$ cat config.mk
export PLATFORM = sky130hd
export DESIGN_NAME = mc_ctrl_fsm
export DESIGN_NICKNAME = d
export VERILOG_FILES = /design/src/rtl/mc_ctrl_fsm.sv
export SDC_FILE = /design/constraint.sdc
export NUM_CORES = 1
export LEC_CHECK = 0
export CELL_PAD_IN_SITES_DETAIL_PLACEMENT = 0
export CELL_PAD_IN_SITES_GLOBAL_PLACEMENT = 1
export CORE_UTILIZATION = 26
export CTS_CLUSTER_DIAMETER = 120
export DETAILED_ROUTE_END_ITERATION = 12
export PLACE_DENSITY_LB_ADDON = 0.12
export SYNTH_ARGS = -nofsm -noshare
export SYNTH_HDL_FRONTEND = slang
export SYNTH_SLANG_ARGS = --single-unit
$ cat constraint.sdc
create_clock -name clk_i -period 1.95 [get_ports clk_i]
set_clock_uncertainty 0.05 [all_clocks]
set_input_delay 0.39 -clock clk_i [delete_from_list [all_inputs] [get_ports clk_i]]
set_output_delay 0.39 -clock clk_i [all_outputs]
set_load 0.03 [all_outputs]
$ cat src/rtl/mc_ctrl_fsm.sv
// Multi-cycle MIPS main controller: Moore-decoded control word per state, stalls on memory states.
// Latency: 3-5 cycles per instruction; holds state while step or mem_ready is low.
module mc_ctrl_fsm #(
  parameter int USE_STEP        = 0,
  parameter int HALT_ON_ILLEGAL = 1
) (
  input  logic       clk_i,
  input  logic       rst_i,
  input  logic [5:0] opcode_i,
  input  logic       step_i,
  input  logic       mem_ready_i,
  output logic       PCwrite_o,
  output logic       PCWriteCond_o,
  output logic       IRwrite_o,
  output logic       RegWrite_o,
  output logic       MemRead_o,
  output logic       MemWrite_o,
  output logic       IorD_o,
  output logic       ALUsrcA_o,
  output logic       RegDst_o,
  output logic       MemToReg_o,
  output logic [1:0] ALUsrcB_o,
  output logic [1:0] ALUop_o,
  output logic [1:0] PCsrc_o,
  output logic [3:0] state_o,
  output logic       instr_done_o,
  output logic       illegal_o,
  output logic       halted_o
);

  typedef enum logic [3:0] {
    FETCH    = 4'd0,
    DECODE   = 4'd1,
    MEM_ADDR = 4'd2,
    MEM_RD   = 4'd3,
    MEM_WB   = 4'd4,
    MEM_WR   = 4'd5,
    R_EXEC   = 4'd6,
    R_WB     = 4'd7,
    BRANCH   = 4'd8,
    JUMP     = 4'd9,
    I_EXEC   = 4'd10,
    I_WB     = 4'd11,
    HALT     = 4'd15
  } state_t;

  localparam logic [5:0] OP_R    = 6'b000000;
  localparam logic [5:0] OP_LW   = 6'b100011;
  localparam logic [5:0] OP_SW   = 6'b101011;
  localparam logic [5:0] OP_BEQ  = 6'b000100;
  localparam logic [5:0] OP_J    = 6'b000010;
  localparam logic [5:0] OP_ADDI = 6'b001000;

  state_t state_q, state_d;
  logic   step_eff;
  logic   adv;

  assign step_eff = (USE_STEP != 0) ? step_i : 1'b1;
  assign adv      = step_eff & (((state_q == FETCH) || (state_q == MEM_RD) || (state_q == MEM_WR))
                                ? mem_ready_i : 1'b1);
  assign state_o  = rst_i ? state_q : FETCH;

  always_ff @(posedge clk_i) begin
    if (!rst_i) state_q <= FETCH;
    else        state_q <= state_d;
  end

  always_comb begin
    state_d       = state_q;
    PCwrite_o     = 1'b0;
    PCWriteCond_o = 1'b0;
    IRwrite_o     = 1'b0;
    RegWrite_o    = 1'b0;
    MemRead_o     = 1'b0;
    MemWrite_o    = 1'b0;
    IorD_o        = 1'b0;
    ALUsrcA_o     = 1'b0;
    RegDst_o      = 1'b0;
    MemToReg_o    = 1'b0;
    ALUsrcB_o     = 2'b00;
    ALUop_o       = 2'b00;
    PCsrc_o       = 2'b00;
    instr_done_o  = 1'b0;
    illegal_o     = 1'b0;
    halted_o      = 1'b0;
    // Outputs stay quiet while reset is held, whatever the stale state register holds.
    if (rst_i) begin
      case (state_q)
        FETCH: begin
          MemRead_o = 1'b1;
          ALUsrcB_o = 2'b01;
          IRwrite_o = adv;
          PCwrite_o = adv;
          if (adv) state_d = DECODE;
        end
        DECODE: begin
          ALUsrcB_o = 2'b11;
          if (adv) begin
            case (opcode_i)
              OP_LW, OP_SW: state_d = MEM_ADDR;
              OP_R:         state_d = R_EXEC;
              OP_BEQ:       state_d = BRANCH;
              OP_J:         state_d = JUMP;
              OP_ADDI:      state_d = I_EXEC;
              default: begin
                illegal_o = 1'b1;
                state_d   = (HALT_ON_ILLEGAL != 0) ? HALT : FETCH;
              end
            endcase
          end
        end
        MEM_ADDR: begin
          ALUsrcA_o = 1'b1;
          ALUsrcB_o = 2'b10;
          if (adv) state_d = (opcode_i == OP_SW) ? MEM_WR : MEM_RD;
        end
        MEM_RD: begin
          MemRead_o = 1'b1;
          IorD_o    = 1'b1;
          if (adv) state_d = MEM_WB;
        end
        MEM_WB: begin
          MemToReg_o   = 1'b1;
          RegWrite_o   = adv;
          instr_done_o = adv;
          if (adv) state_d = FETCH;
        end
        MEM_WR: begin
          MemWrite_o   = 1'b1;
          IorD_o       = 1'b1;
          instr_done_o = adv;
          if (adv) state_d = FETCH;
        end
        R_EXEC: begin
          ALUsrcA_o = 1'b1;
          ALUop_o   = 2'b10;
          if (adv) state_d = R_WB;
        end
        R_WB: begin
          RegDst_o     = 1'b1;
          RegWrite_o   = adv;
          instr_done_o = adv;
          if (adv) state_d = FETCH;
        end
        BRANCH: begin
          ALUsrcA_o     = 1'b1;
          ALUop_o       = 2'b01;
          PCsrc_o       = 2'b01;
          PCWriteCond_o = adv;
          instr_done_o  = adv;
          if (adv) state_d = FETCH;
        end
        JUMP: begin
          PCsrc_o      = 2'b10;
          PCwrite_o    = adv;
          instr_done_o = adv;
          if (adv) state_d = FETCH;
        end
        I_EXEC: begin
          ALUsrcA_o = 1'b1;
          ALUsrcB_o = 2'b10;
          if (adv) state_d = I_WB;
        end
        I_WB: begin
          RegWrite_o   = adv;
          instr_done_o = adv;
          if (adv) state_d = FETCH;
        end
        HALT: halted_o = 1'b1;
        default: state_d = FETCH;
      endcase
    end
  end

endmodule

Word level (Yosys, flattened, before mapping)
Index checks and enable logic that the tools add are counted.
{"block": "word_totals", "reg_bits": 4, "input_bits": 10, "out_inout_bits": 23, "wordCells": 86}
{"block": "classes", "n_eq_ne": 24, "muxes": 46, "bitwise_logic": 1, "n_reduce_logical": 14}
{"cell": "$mux 4", "count": 8}
{"cell": "$pmux 4 s8", "count": 1}
{"cell": "$mux 1", "count": 29}
{"cell": "$eq 4x4->1 const B", "count": 5}
{"cell": "$pmux 4 s5", "count": 1}
{"cell": "$eq 4x3->1 const B", "count": 4}
{"cell": "$eq 6x6->1 const B", "count": 2}
{"cell": "$ne 2x2->1 const B", "count": 6}
{"cell": "$reduce_or 6->1", "count": 2}
{"cell": "$reduce_or 2->1", "count": 5}
{"cell": "$eq 4x2->1 const B", "count": 2}
{"cell": "$pmux 2 s2", "count": 2}
{"cell": "$reduce_and 8->1", "count": 1}
{"cell": "$eq 6x2->1 const B", "count": 1}
{"cell": "$eq 6x3->1 const B", "count": 1}
{"cell": "$eq 6x4->1 const B", "count": 1}
{"cell": "$logic_not 6->1", "count": 1}
{"cell": "$mux 2", "count": 3}
{"cell": "$pmux 2 s3", "count": 1}
{"cell": "$eq 4x1->1 const B", "count": 1}
{"cell": "$logic_not 4->1", "count": 1}
{"cell": "$reduce_or 4->1", "count": 1}
{"cell": "$mux 3", "count": 1}
{"cell": "$reduce_or 3->1", "count": 1}
{"cell": "3 further kinds", "count": 4}

Longest topological paths before layout
{"block": "logic_depth", "depth_word": 7, "depth_mapped": 6, "mapped_depth_nobuf": 4}

Worst setup path after synthesis
No wires, ideal clock.
{"block": "synth_path", "path_type": "input to output", "from": "input rst_i", "to": "output IRwrite_o", "arrival_ns": 1.898, "required_time_ns": 1.510, "path_slack_ns": -0.388, "path_stages": 4, "path_buffers": 1, "cell_sequence": "clkbuf_1 -> nand2_1 -> nor3_1 -> and3b_1"}
{"block": "synth_between", "elab_chain_cells": 1}
{"item": "from (decl)", "line": "8", "rtl": "input logic rst_i,"}
{"item": "$mux 1", "line": "87", "rtl": "if (rst_i) begin"}
{"item": "to (decl)", "line": "14", "rtl": "output logic IRwrite_o,"}
Every way passes these cells.

Worst setup path after layout
{"block": "layout_path", "from": "register state_q[3]", "to": "output instr_done_o"}
{"block": "layout_between", "elab_chain_cells": 6}
{"item": "from (decl)", "line": "54", "rtl": "state_t state_q, state_d;"}
{"item": "from (signal assigned)", "line": "65", "rtl": "else state_q <= state_d;"}
{"item": "$eq 4x2->1 / $logic_not 4->1 (equally long branches)", "line": "59", "rtl": "assign adv = step_eff & (((state_q == FETCH) || (state_q == MEM_RD) || (state_q == MEM_WR))"}
{"item": "$logic_or 1x1->1 (2 in series)", "line": "59"}
{"item": "$mux 1", "line": "60", "rtl": "? mem_ready_i : 1'b1);"}
{"item": "$mux 1 (*)", "line": "88", "rtl": "case (state_q)"}
{"item": "$mux 1 (*)", "line": "87"}
{"item": "to (decl)", "line": "26", "rtl": "output logic instr_done_o,"}
Every way passes the cells marked *; elsewhere a longest branch is shown, timed or not.

==> impl_metrics.toml <==
[outcome]
outcome = "finished, violations left"
violations = "negative setup slack"

[power]
p_leak_nw = 0.6268
irDropWorstVdd_mv = 0.7736
power_density_nw_per_um2 = 1118

[timing]
fin_setup_tns_ns = -0.1639
maxSlewViolCount = 0
fin_crit_ns = 2.041
setup-violations-final = 2
period_share_pct = 104.6
slew_headroom_pct = 70.36
setup_ws_ns = -0.09050
worst_pin_slew_ns = 0.4391
max_freq_mhz = 490.1
grt_setup_unrepaired = "yes"
finalHoldViolations = 0

[detailed_routing]
drc = 0
vias = 958
wl_per_cell_um = 12.51
drt_iter0_drc = 11
drt_wl_total_um = 2377
firstDrtPassIters = 4
viasPerCell = 5.042
ant_nets = 0

[synth]
avgSynthCellArea_um2 = 6.725
synthAdderAreaFrac_pct = 3.101
syn_inst = 96
synth_top_area_share_pct = 12.40
synth_simple_gate_area_share_pct = 47.87
synth_xor_area_share_pct = 2.713
netlist_area_um2 = 645.6
synthTopCellsByArea = "dfxtp_1 12%, nor3_1 8.5%, nand2_1 5.8%, nand2b_1 5.8%, a22o_1 4.1%"
synth_warnings = 0
synth_top_family_by_area = "simple AND/OR/NAND/NOR gates"
synth_seq_cells = 4
synth_compound_area_share_pct = 27.33
synth_mux_area_share_pct = 0
synth_nets = 106
synth_cell_type_count = 39
yosysTopAreaCell = "dfxtp_1"
ys_seq_area_share_pct = 12.40

[place]
place_inst = 177
place.gp.congestion = 0.7486
post-place-ws_ns = -0.6810
dpl-instance-area_um2 = 1179
port_buffers = 31
dpl.hpwl_um = 1806

[floorplanning]
die_w_um = 51.83
die_area_um2 = 2686
start_util_pct = 28.37
die_h_um = 51.83
io_pins = 33
rows = 17
core_um2 = 2276

[clock_tree]
worst_setup_hold_path_clk_slew_ns = 0.04
cts_root_buf = "clkbuf_4"
cts_buffer_depth = 2
htree_levels = 1
clock_sinks = 4
cts_made_buffers = 3
clock_latency_ns = 0.24
cts_tree = "built"

[finish]
stdcell_area_um2 = 1356
layout_common_cells = "55 x buf_4, 7 x nand2_1, 6 x nor3_1, 6 x buf_6"
drive_above_1_share_pct = 58.02
reg_top3 = "state_q: 4 flops"
utilization_pct = 59.59
regMostFlops = "state_q"
nNetsFinal = 174
largest_reg_flops = 4
diodes = 0
fin_cells = 190
area_growth_pct = 110.1
mostFrequentLayoutCell = "buf_4"

[setup_path]
cp-end-kind = "output port"
r2r_end = "state_q[1]"
critPathCapture = "instr_done_o"
cp_max_fo = 4
worst_ep_required_time_ns = 1.51
crit_type = "reg2out"
r2r_setup_slack_ns = 0.28
crit_start = "state_q[3]"
worstPathArrival_ns = 1.60
start_kind = "flip-flop"
ff2ff_path_depth = 5
r2r_start = "state_q[3]"

[grt]
grt_pass1_vias = 928
grt_max_degree = 17
track_usage_pct = 19.73
overflow = 0
grt_first_pass_wirelength_um = 4057
antenna_found_initial = 0

[min_path]
holdCritPathClass = "in2reg"

[job]
maxCapViolCount = 0
## kinds of logic (layout without fill, tap and decap cells)
logic type | count (synthesis) | after routing
AND/OR/NAND/NOR | 55 | 55
AO/OA/AOI/OAI | 23 | 23
buffers and inverters | 10 | 76
flip-flops | 4 | 4
adder cells (fa/ha/maj) | 2 | 2
XOR/XNOR | 2 | 2
## how the worst min path moves through the flow
stage	from	to	slack, ns	depth (start not counted)
finish	mem_ready_i	state_q[3]	0.77	5
global route	mem_ready_i	state_q[3]	0.81	5
CTS	opcode_i[4]	state_q[1]	0.81	5
detailed placement	state_q[0]	state_q[0]	0.83	3
global placement	state_q[0]	state_q[0]	0.82	3
floorplan	opcode_i[4]	state_q[1]	0.63	3
## layout make-up
cell class	count	area, µm²
flip-flops and latches	4	90.09
clock buffers	3	22.52
repair buffers	71	579.3
inverters	2	7.507
fillers	225	919.6
well taps	28	35.03
multi-input cells	82	621.8
## power by group
part	switching (mW)	internal, mW
registers	0.0314	0.119
clock network	0.0367	0.0690
logic	0.639	0.621
total	0.707	0.809
## cell usage after synthesis
cell type	n
nor3_1	11
nand2_1	10
nand2b_1	6
clkbuf_1	5
nor2_1	5
o21ai_0	5
a21oi_1	4
dfxtp_1	4
nor2b_1	4
a22o_1	3
and2_1	3
nand3_1	3
nor3b_1	3
and3b_1	2
inv_1	2
maj3_1	2
xnor2_1	2
a211oi_1	1
a21o_1	1
a2bb2o_1	1
a31oi_1	1
and3_1	1
and4_1	1
buf_1	1
buf_2	1
buf_4	1
nand4_1	1
nor4_1	1
nor4b_1	1
o21a_1	1
o21bai_1	1
o221ai_1	1
o221ai_2	1
o311ai_0	1
o32a_1	1
o41ai_2	1
or3_1	1
or3b_4	1
or4_1	1
## worst max-delay path, cell delays in order, from the launching register on
cell and delay (ns):
dfxtp_2 0.33, or4_4 0.52, o32a_1 0.21, nand2_2 0.10, a211oi_2 0.04, buf_4 0.17
## per-stage QoR
step           power [mW]  hold slack, ns
3_5_place_dp        1.195          0.8331
2_1_floorplan      0.7649          0.6317
5_1_grt             1.639          0.8125
3_3_place_gp        1.196          0.8155
6_report            1.516          0.7657
4_1_cts             1.462          0.8085
## timing repair
item / in CTS / in global routing
endpoints found under the hold margin: 0 / 0
resized for setup: 38 / 11
hold buffers: 0 / 0
pin swaps: 6 / 0
setup endpoints to repair: 21 / 9
setup buffers: 10 / 0
## routing by layer
| layer | vias up | global-route usage (%) | routed length, µm |
|---|---|---|---|
| met5 | - | 0 | 0 |
| met3 | 2 | 4.386 | 108 |
| met1 | 444 | 27.23 | 1128 |
| met2 | 20 | 31.41 | 1126 |
| li1 | 492 | - | - |
| met4 | 0 | 3.153 | 14 |
Note: power is estimated with default switching activity, not from simulation.
